<file path="src/rtl/pipo_piso_sipo_if.sv">
// Bus bundle for the three-channel shift/parallel register block.
// The testbench drives through the master modport; the register block uses slave.
interface pipo_piso_sipo_if #(
    parameter int WIDTH = 4
) ();
    logic [WIDTH-1:0] piso_din;
    logic             piso_pl;
    logic             piso_so;
    logic             piso_dout;

    logic             sipo_din;
    logic             sipo_sl;
    logic             sipo_po;
    logic [WIDTH-1:0] sipo_dout;

    logic [WIDTH-1:0] pipo_din;
    logic             pipo_pl;
    logic             pipo_po;
    logic [WIDTH-1:0] pipo_dout;

    modport master (
        output piso_din, piso_pl, piso_so,
        output sipo_din, sipo_sl, sipo_po,
        output pipo_din, pipo_pl, pipo_po,
        input  piso_dout, sipo_dout, pipo_dout
    );

    modport slave (
        input  piso_din, piso_pl, piso_so,
        input  sipo_din, sipo_sl, sipo_po,
        input  pipo_din, pipo_pl, pipo_po,
        output piso_dout, sipo_dout, pipo_dout
    );
endinterface

</file>
<file path="src/rtl/pipo_piso_sipo.sv">
// Three independent WIDTH-bit registers (PISO, SIPO, PIPO) sharing clk and rst.
// Output enables gate the register contents combinationally; disabled outputs read 0.
module pipo_piso_sipo #(
    parameter int WIDTH = 4
) (
    input  logic               clk,
    input  logic               rst,
    pipo_piso_sipo_if.slave    bus
);

    logic [WIDTH-1:0] piso_q;
    logic [WIDTH-1:0] piso_d;
    logic [WIDTH-1:0] sipo_q;
    logic [WIDTH-1:0] sipo_d;
    logic [WIDTH-1:0] pipo_q;
    logic [WIDTH-1:0] pipo_d;

    // PISO shifts right toward bit 0 with zero fill, so words leave LSB first.
    always_comb begin
        piso_d = piso_q;
        if (bus.piso_pl) begin
            piso_d = bus.piso_din;
        end else begin
            piso_d = {1'b0, piso_q[WIDTH-1:1]};
        end
    end

    // SIPO takes new bits at the MSB so an LSB-first stream lands in order.
    always_comb begin
        sipo_d = sipo_q;
        if (bus.sipo_sl) begin
            sipo_d = {bus.sipo_din, sipo_q[WIDTH-1:1]};
        end
    end

    always_comb begin
        pipo_d = pipo_q;
        if (bus.pipo_pl) begin
            pipo_d = bus.pipo_din;
        end
    end

    always_ff @(posedge clk or posedge rst) begin
        if (rst) begin
            piso_q <= '0;
            sipo_q <= '0;
            pipo_q <= '0;
        end else begin
            piso_q <= piso_d;
            sipo_q <= sipo_d;
            pipo_q <= pipo_d;
        end
    end

    assign bus.piso_dout = bus.piso_so & piso_q[0];
    assign bus.sipo_dout = bus.sipo_po ? sipo_q : '0;
    assign bus.pipo_dout = bus.pipo_po ? pipo_q : '0;

endmodule

</file>
<file path="src/flat_wrapper.sv">
// flat-port wrapper written by rule: the top's interface ports become plain ports
module pipo_piso_sipo_flat 
#(
    parameter int WIDTH = 4
)
  (clk, rst, bus_piso_din, bus_piso_pl, bus_piso_so, bus_sipo_din, bus_sipo_sl, bus_sipo_po, bus_pipo_din, bus_pipo_pl, bus_pipo_po, bus_piso_dout, bus_sipo_dout, bus_pipo_dout);
  pipo_piso_sipo_if #(.WIDTH(WIDTH)) bus_i ();
  input  logic clk;
  input  logic rst;
  input wire logic [$bits(bus_i.piso_din)-1:0] bus_piso_din;
  input wire logic [$bits(bus_i.piso_pl)-1:0] bus_piso_pl;
  input wire logic [$bits(bus_i.piso_so)-1:0] bus_piso_so;
  input wire logic [$bits(bus_i.sipo_din)-1:0] bus_sipo_din;
  input wire logic [$bits(bus_i.sipo_sl)-1:0] bus_sipo_sl;
  input wire logic [$bits(bus_i.sipo_po)-1:0] bus_sipo_po;
  input wire logic [$bits(bus_i.pipo_din)-1:0] bus_pipo_din;
  input wire logic [$bits(bus_i.pipo_pl)-1:0] bus_pipo_pl;
  input wire logic [$bits(bus_i.pipo_po)-1:0] bus_pipo_po;
  output wire logic [$bits(bus_i.piso_dout)-1:0] bus_piso_dout;
  output wire logic [$bits(bus_i.sipo_dout)-1:0] bus_sipo_dout;
  output wire logic [$bits(bus_i.pipo_dout)-1:0] bus_pipo_dout;
  assign bus_i.piso_din = bus_piso_din;
  assign bus_i.piso_pl = bus_piso_pl;
  assign bus_i.piso_so = bus_piso_so;
  assign bus_i.sipo_din = bus_sipo_din;
  assign bus_i.sipo_sl = bus_sipo_sl;
  assign bus_i.sipo_po = bus_sipo_po;
  assign bus_i.pipo_din = bus_pipo_din;
  assign bus_i.pipo_pl = bus_pipo_pl;
  assign bus_i.pipo_po = bus_pipo_po;
  assign bus_piso_dout = bus_i.piso_dout;
  assign bus_sipo_dout = bus_i.sipo_dout;
  assign bus_pipo_dout = bus_i.pipo_dout;
  pipo_piso_sipo #(.WIDTH(WIDTH)) u_core (.clk(clk), .rst(rst), .bus(bus_i));
endmodule
</file>
<file path="config.mk">
export PLATFORM = sky130hd
export DESIGN_NAME = pipo_piso_sipo_flat
export DESIGN_NICKNAME = d
export VERILOG_FILES = /design/src/rtl/pipo_piso_sipo_if.sv /design/src/rtl/pipo_piso_sipo.sv /design/src/flat_wrapper.sv
export SDC_FILE = /design/constraint.sdc
export NUM_CORES = 1
export LEC_CHECK = 0
export ABC_AREA = 0
export CAP_MARGIN = 20
export CORE_AREA = 5 5 42 44
export DETAILED_ROUTE_END_ITERATION = 8
export DIE_AREA = 0 0 47 49
export GPL_TIMING_DRIVEN = 0
export PLACE_DENSITY = 0.76
export SYNTH_ARGS = -nofsm -noshare
export SYNTH_HDL_FRONTEND = slang
export SYNTH_SLANG_ARGS = --single-unit
export TNS_END_PERCENT = 50
</file>
<file path="constraint.sdc">
create_clock -name clk -period 1.8 [get_ports clk]
set_clock_uncertainty 0.15 [all_clocks]
set_input_delay 0.36 -clock clk [delete_from_list [all_inputs] [get_ports clk]]
set_output_delay 0.36 -clock clk [all_outputs]
set_load 0.02 [all_outputs]
</file>
# Word level (Yosys, flattened, before mapping)
# Cells that the tools add are included.
[totals]
word_cells = 7
in_bits = 17
regBits = 12
[classes]
n_mux = 3
bitwise_logic = 1
[op_table]
columns = ["cell", "count"]
rows = [
  ["4-bit two-way mux", 3],
  ["1-bit bitwise AND", 1],
]

# Longest topological paths before layout
[depth]
depth_word = 1
mapped_depth = 1

# Least setup slack after synthesis
# No wires, ideal clock.
[synth_path]
kind = "input to output"
startpoint = "input port bus_pipo_po"
endpoint = "output port bus_pipo_dout[0]"
required_ps = 1290
cell_stages = 1
t_arrival_ps = 576
n_path_buf = 0
slack_ps = 714
cell_sequence = "and2_1"
[synth_via]
elab_chain_len = 1
[synth_rtl]
columns = ["item", "line_no", "source"]
rows = [
  ["from (decl)", "flat_wrapper.sv:18", "input wire logic [$bits(bus_i.pipo_po)-1:0] bus_pipo_po;"],
  ["4-bit two-way mux", "pipo_piso_sipo.sv:57", "assign bus.pipo_dout = bus.pipo_po ? pipo_q : '0;"],
  ["to (decl)", "flat_wrapper.sv:21", "output wire logic [$bits(bus_i.pipo_dout)-1:0] bus_pipo_dout;"],
]
# No other way between the ends.

# Worst setup path in the final report
# Same ends and word-level chain as after synthesis.

==> results.md <==
- Outcome: completed
- # port buffers: 25
- Die Ht: 49 um
- Hold-fix buffers, CTS: 0
- Setup-failing EPs final: 0
- Clk_lat worst skew: 0.27 ns
- Worst reg2reg endpoint: u_core.sipo_q[1]
- Synth area leaders: dfrtp_1, mux2_1, and2_1
- Num rows: 14
- CP max stage cell: clkdlybuf4s50_1
- CP Capture Type: output pin
- DRC violations left: 0
- TritonRoute pass-1 iters: 1
- FF+latch area: 300 um^2
- Max H-tree Level: 1
- Area Growth Syn to Fin: 57.5%
- Boundary Pins: 26
- Post-synth top area share: 0.608
- Core Box Area: 0.00140 mm^2
- Final period util: 0.978
- Min Tclk post-route: 1.76 ns
- Worst R2R Setup Slack: 0.85 ns
- Critical Path RT: 1.29 ns
- Worst flop-to-flop path startpoint: u_core.sipo_q[2]
- Pre-CTS setup slack: -0.321 ns
- Synth area leader: dfrtp_1
- Die Width: 47 um
- Mapped Nets: 51
- Final #Nets: 81
- RSZ-0062 raised after global routing: no
- #FFs+latches synth: 12
- Grt ovf: 0
- Slew headroom: 0.716
- Buffers inserted by post-CTS timing repair: 0
- Avg Cell Area, Syn: 14.5 um^2
- Highest Clock Rate: 568 MHz
- Global-route wire length before repair: 1600 um
- Metal3 WL: 115 um
- Clk buf depth: 2
- Critical Path AT: 1.25 ns
- Critical Path Start: bus_pipo_po
- Worst reg-to-reg path cell count: 1
- WL met1: 343 um
- Worst Path Class, Setup: in2out
- Netlist cell types: 5
- Slew @ Worst Pin: 0.425 ns
- Buf/Inv on CP: 2
- Max Cap Violations: 0
- Worst-path fanout max: 4
- Critical path startpoint category: primary input
- Power Density: 841 mW/mm^2
- Vias in the first global route: 371
- Design Power: 654 uW
- Hold Path Class: in2async
- Num CTS Buffers: 3
- Worst VDD drop: 491 uV
- Initial DRC Count: 0
- Synth warn: 0
- LEAKAGE: 0.350 nW
- Largest net degree at the start of global routing: 13
- Uppermost routed layer: met4
- Final Hold Viols: 0
- GRT Total Usage: 0.104
- Root Driver: clkbuf_4
- Crit path cell chain: clkdlybuf4s50_1 -> and2_1 -> clkdlybuf4s15_2
- Max-slew violations: 0
- Routed wire per std cell: 12.1 um
- ANT cells: 0
- Sequential area share after synthesis: 0.608
- Slowest cell delay on critical path: 0.50 ns
- Layout cells sized above 1: 0.206
- Clock-pin slew on the worst setup and hold paths: 0.07 ns
- Met2 WL: 482 um
- Worst Setup Slack, final: 0.0399 ns
- Cells after Synth: 34
- Initial antenna violation count: 0
- Die area: 0.00230 mm^2
- Post-Syn Area: 494 um^2
- CTS tree: built
- Sink Count: 12
- Gpl congestion: 0.605
- Placed Instances: 75
- Multi-input logic area: 190 um^2
- Delay-heaviest family, CP: buffers and inverters
- Starting Density: 0.353
- Routed Antenna Nets: 0
- Total vias in the final route: 358
- Dpl hpwl: 796 um
- Final wirelength: 954 um
- # fillers: 140
- Via density: 4.53
- Final non-filler cell total: 79
[cells by family (layout without fill, tap and decap cells)]
| kind of cell | Yosys count | count (layout) | share of synthesized area |
|---|---|---|---|
| mux | 11 | 11 | 0.258 |
| buf+inv | 1 | 30 | 0.00759 |
| simple gates | 10 | 10 | 0.127 |
| flops | 12 | 12 | 0.608 |
[sequential cells by signal, summed over array words and instances, names as in the netlist]
| signal | count |
|---|---|
| u_core.pipo_q | 4 |
| u_core.sipo_q | 4 |
| u_core.piso_q | 4 |
[how the worst max path moves through the flow]
| stage | endpoint | slack, ns | cells past startpoint |
|---|---|---|---|
| 6_report | bus_pipo_dout[0] | 0.04 | 3 |
| 2_1_floorplan | bus_pipo_dout[0] | 0.71 | 1 |
| 3_3_place_gp | bus_pipo_dout[3] | -0.32 | 3 |
| 4_1_cts | bus_pipo_dout[1] | -0.02 | 3 |
| 3_5_place_dp | bus_pipo_dout[1] | -0.32 | 3 |
| 5_1_grt | bus_pipo_dout[0] | 0.001 | 3 |
[where the power goes]
part           leakage [nW]  switching [mW]  internal [mW]
Clock                0.0210          0.0865          0.123
Sequential            0.143          0.0130          0.301
Combinational         0.186          0.0556         0.0757
[Yosys cell counts]
cell type  instances
inv_1              1
and2_1            10
mux2_4             1
mux2_1            10
dfrtp_1           12
[cell usage in the layout (no fill, tap or decap)]
master	n
and2_1	10
mux2_4	1
mux2_1	10
inv_1	1
dfrtp_1	12
buf_2	1
clkbuf_4	3
clkbuf_2	4
clkdlybuf4s50_1	16
clkdlybuf4s15_2	3
clkbuf_8	1
dlygate4sd2_1	1
[metal layers]
layer,track usage,vias to the layer above
li1,-,174
met1,0.102,165
met2,0.149,17
met3,0.0738,2
met4,0.0691,0
met5,0,-
[stage by stage]
step                setup TNS (ns)   util  hold slack, ns  instance area, um^2
finish                           0  0.555           0.224                  778
global route                     0  0.555           0.250                  778
CTS                        -0.0232  0.574           0.232                  805
detailed placement           -2.67  0.546           0.300                  764
global placement             -2.67  0.546           0.291                  764
floorplan                        0      -          0.0747                  494
[layout make-up]
class,count,share of cell area
Clock buffer,4,0.0466
Inverter,1,0.00482
Multi-Input combinational cell,21,0.244
Sequential cell,12,0.386
Tap cell,16,0.0257
Timing Repair Buffer,25,0.293
[timing repair]
action,in CTS,in global routing
endpoints found under the setup margin,9,5
hold endpoints to repair,0,0
gates resized for setup,21,5
Note: power is estimated with default switching activity, not from simulation.
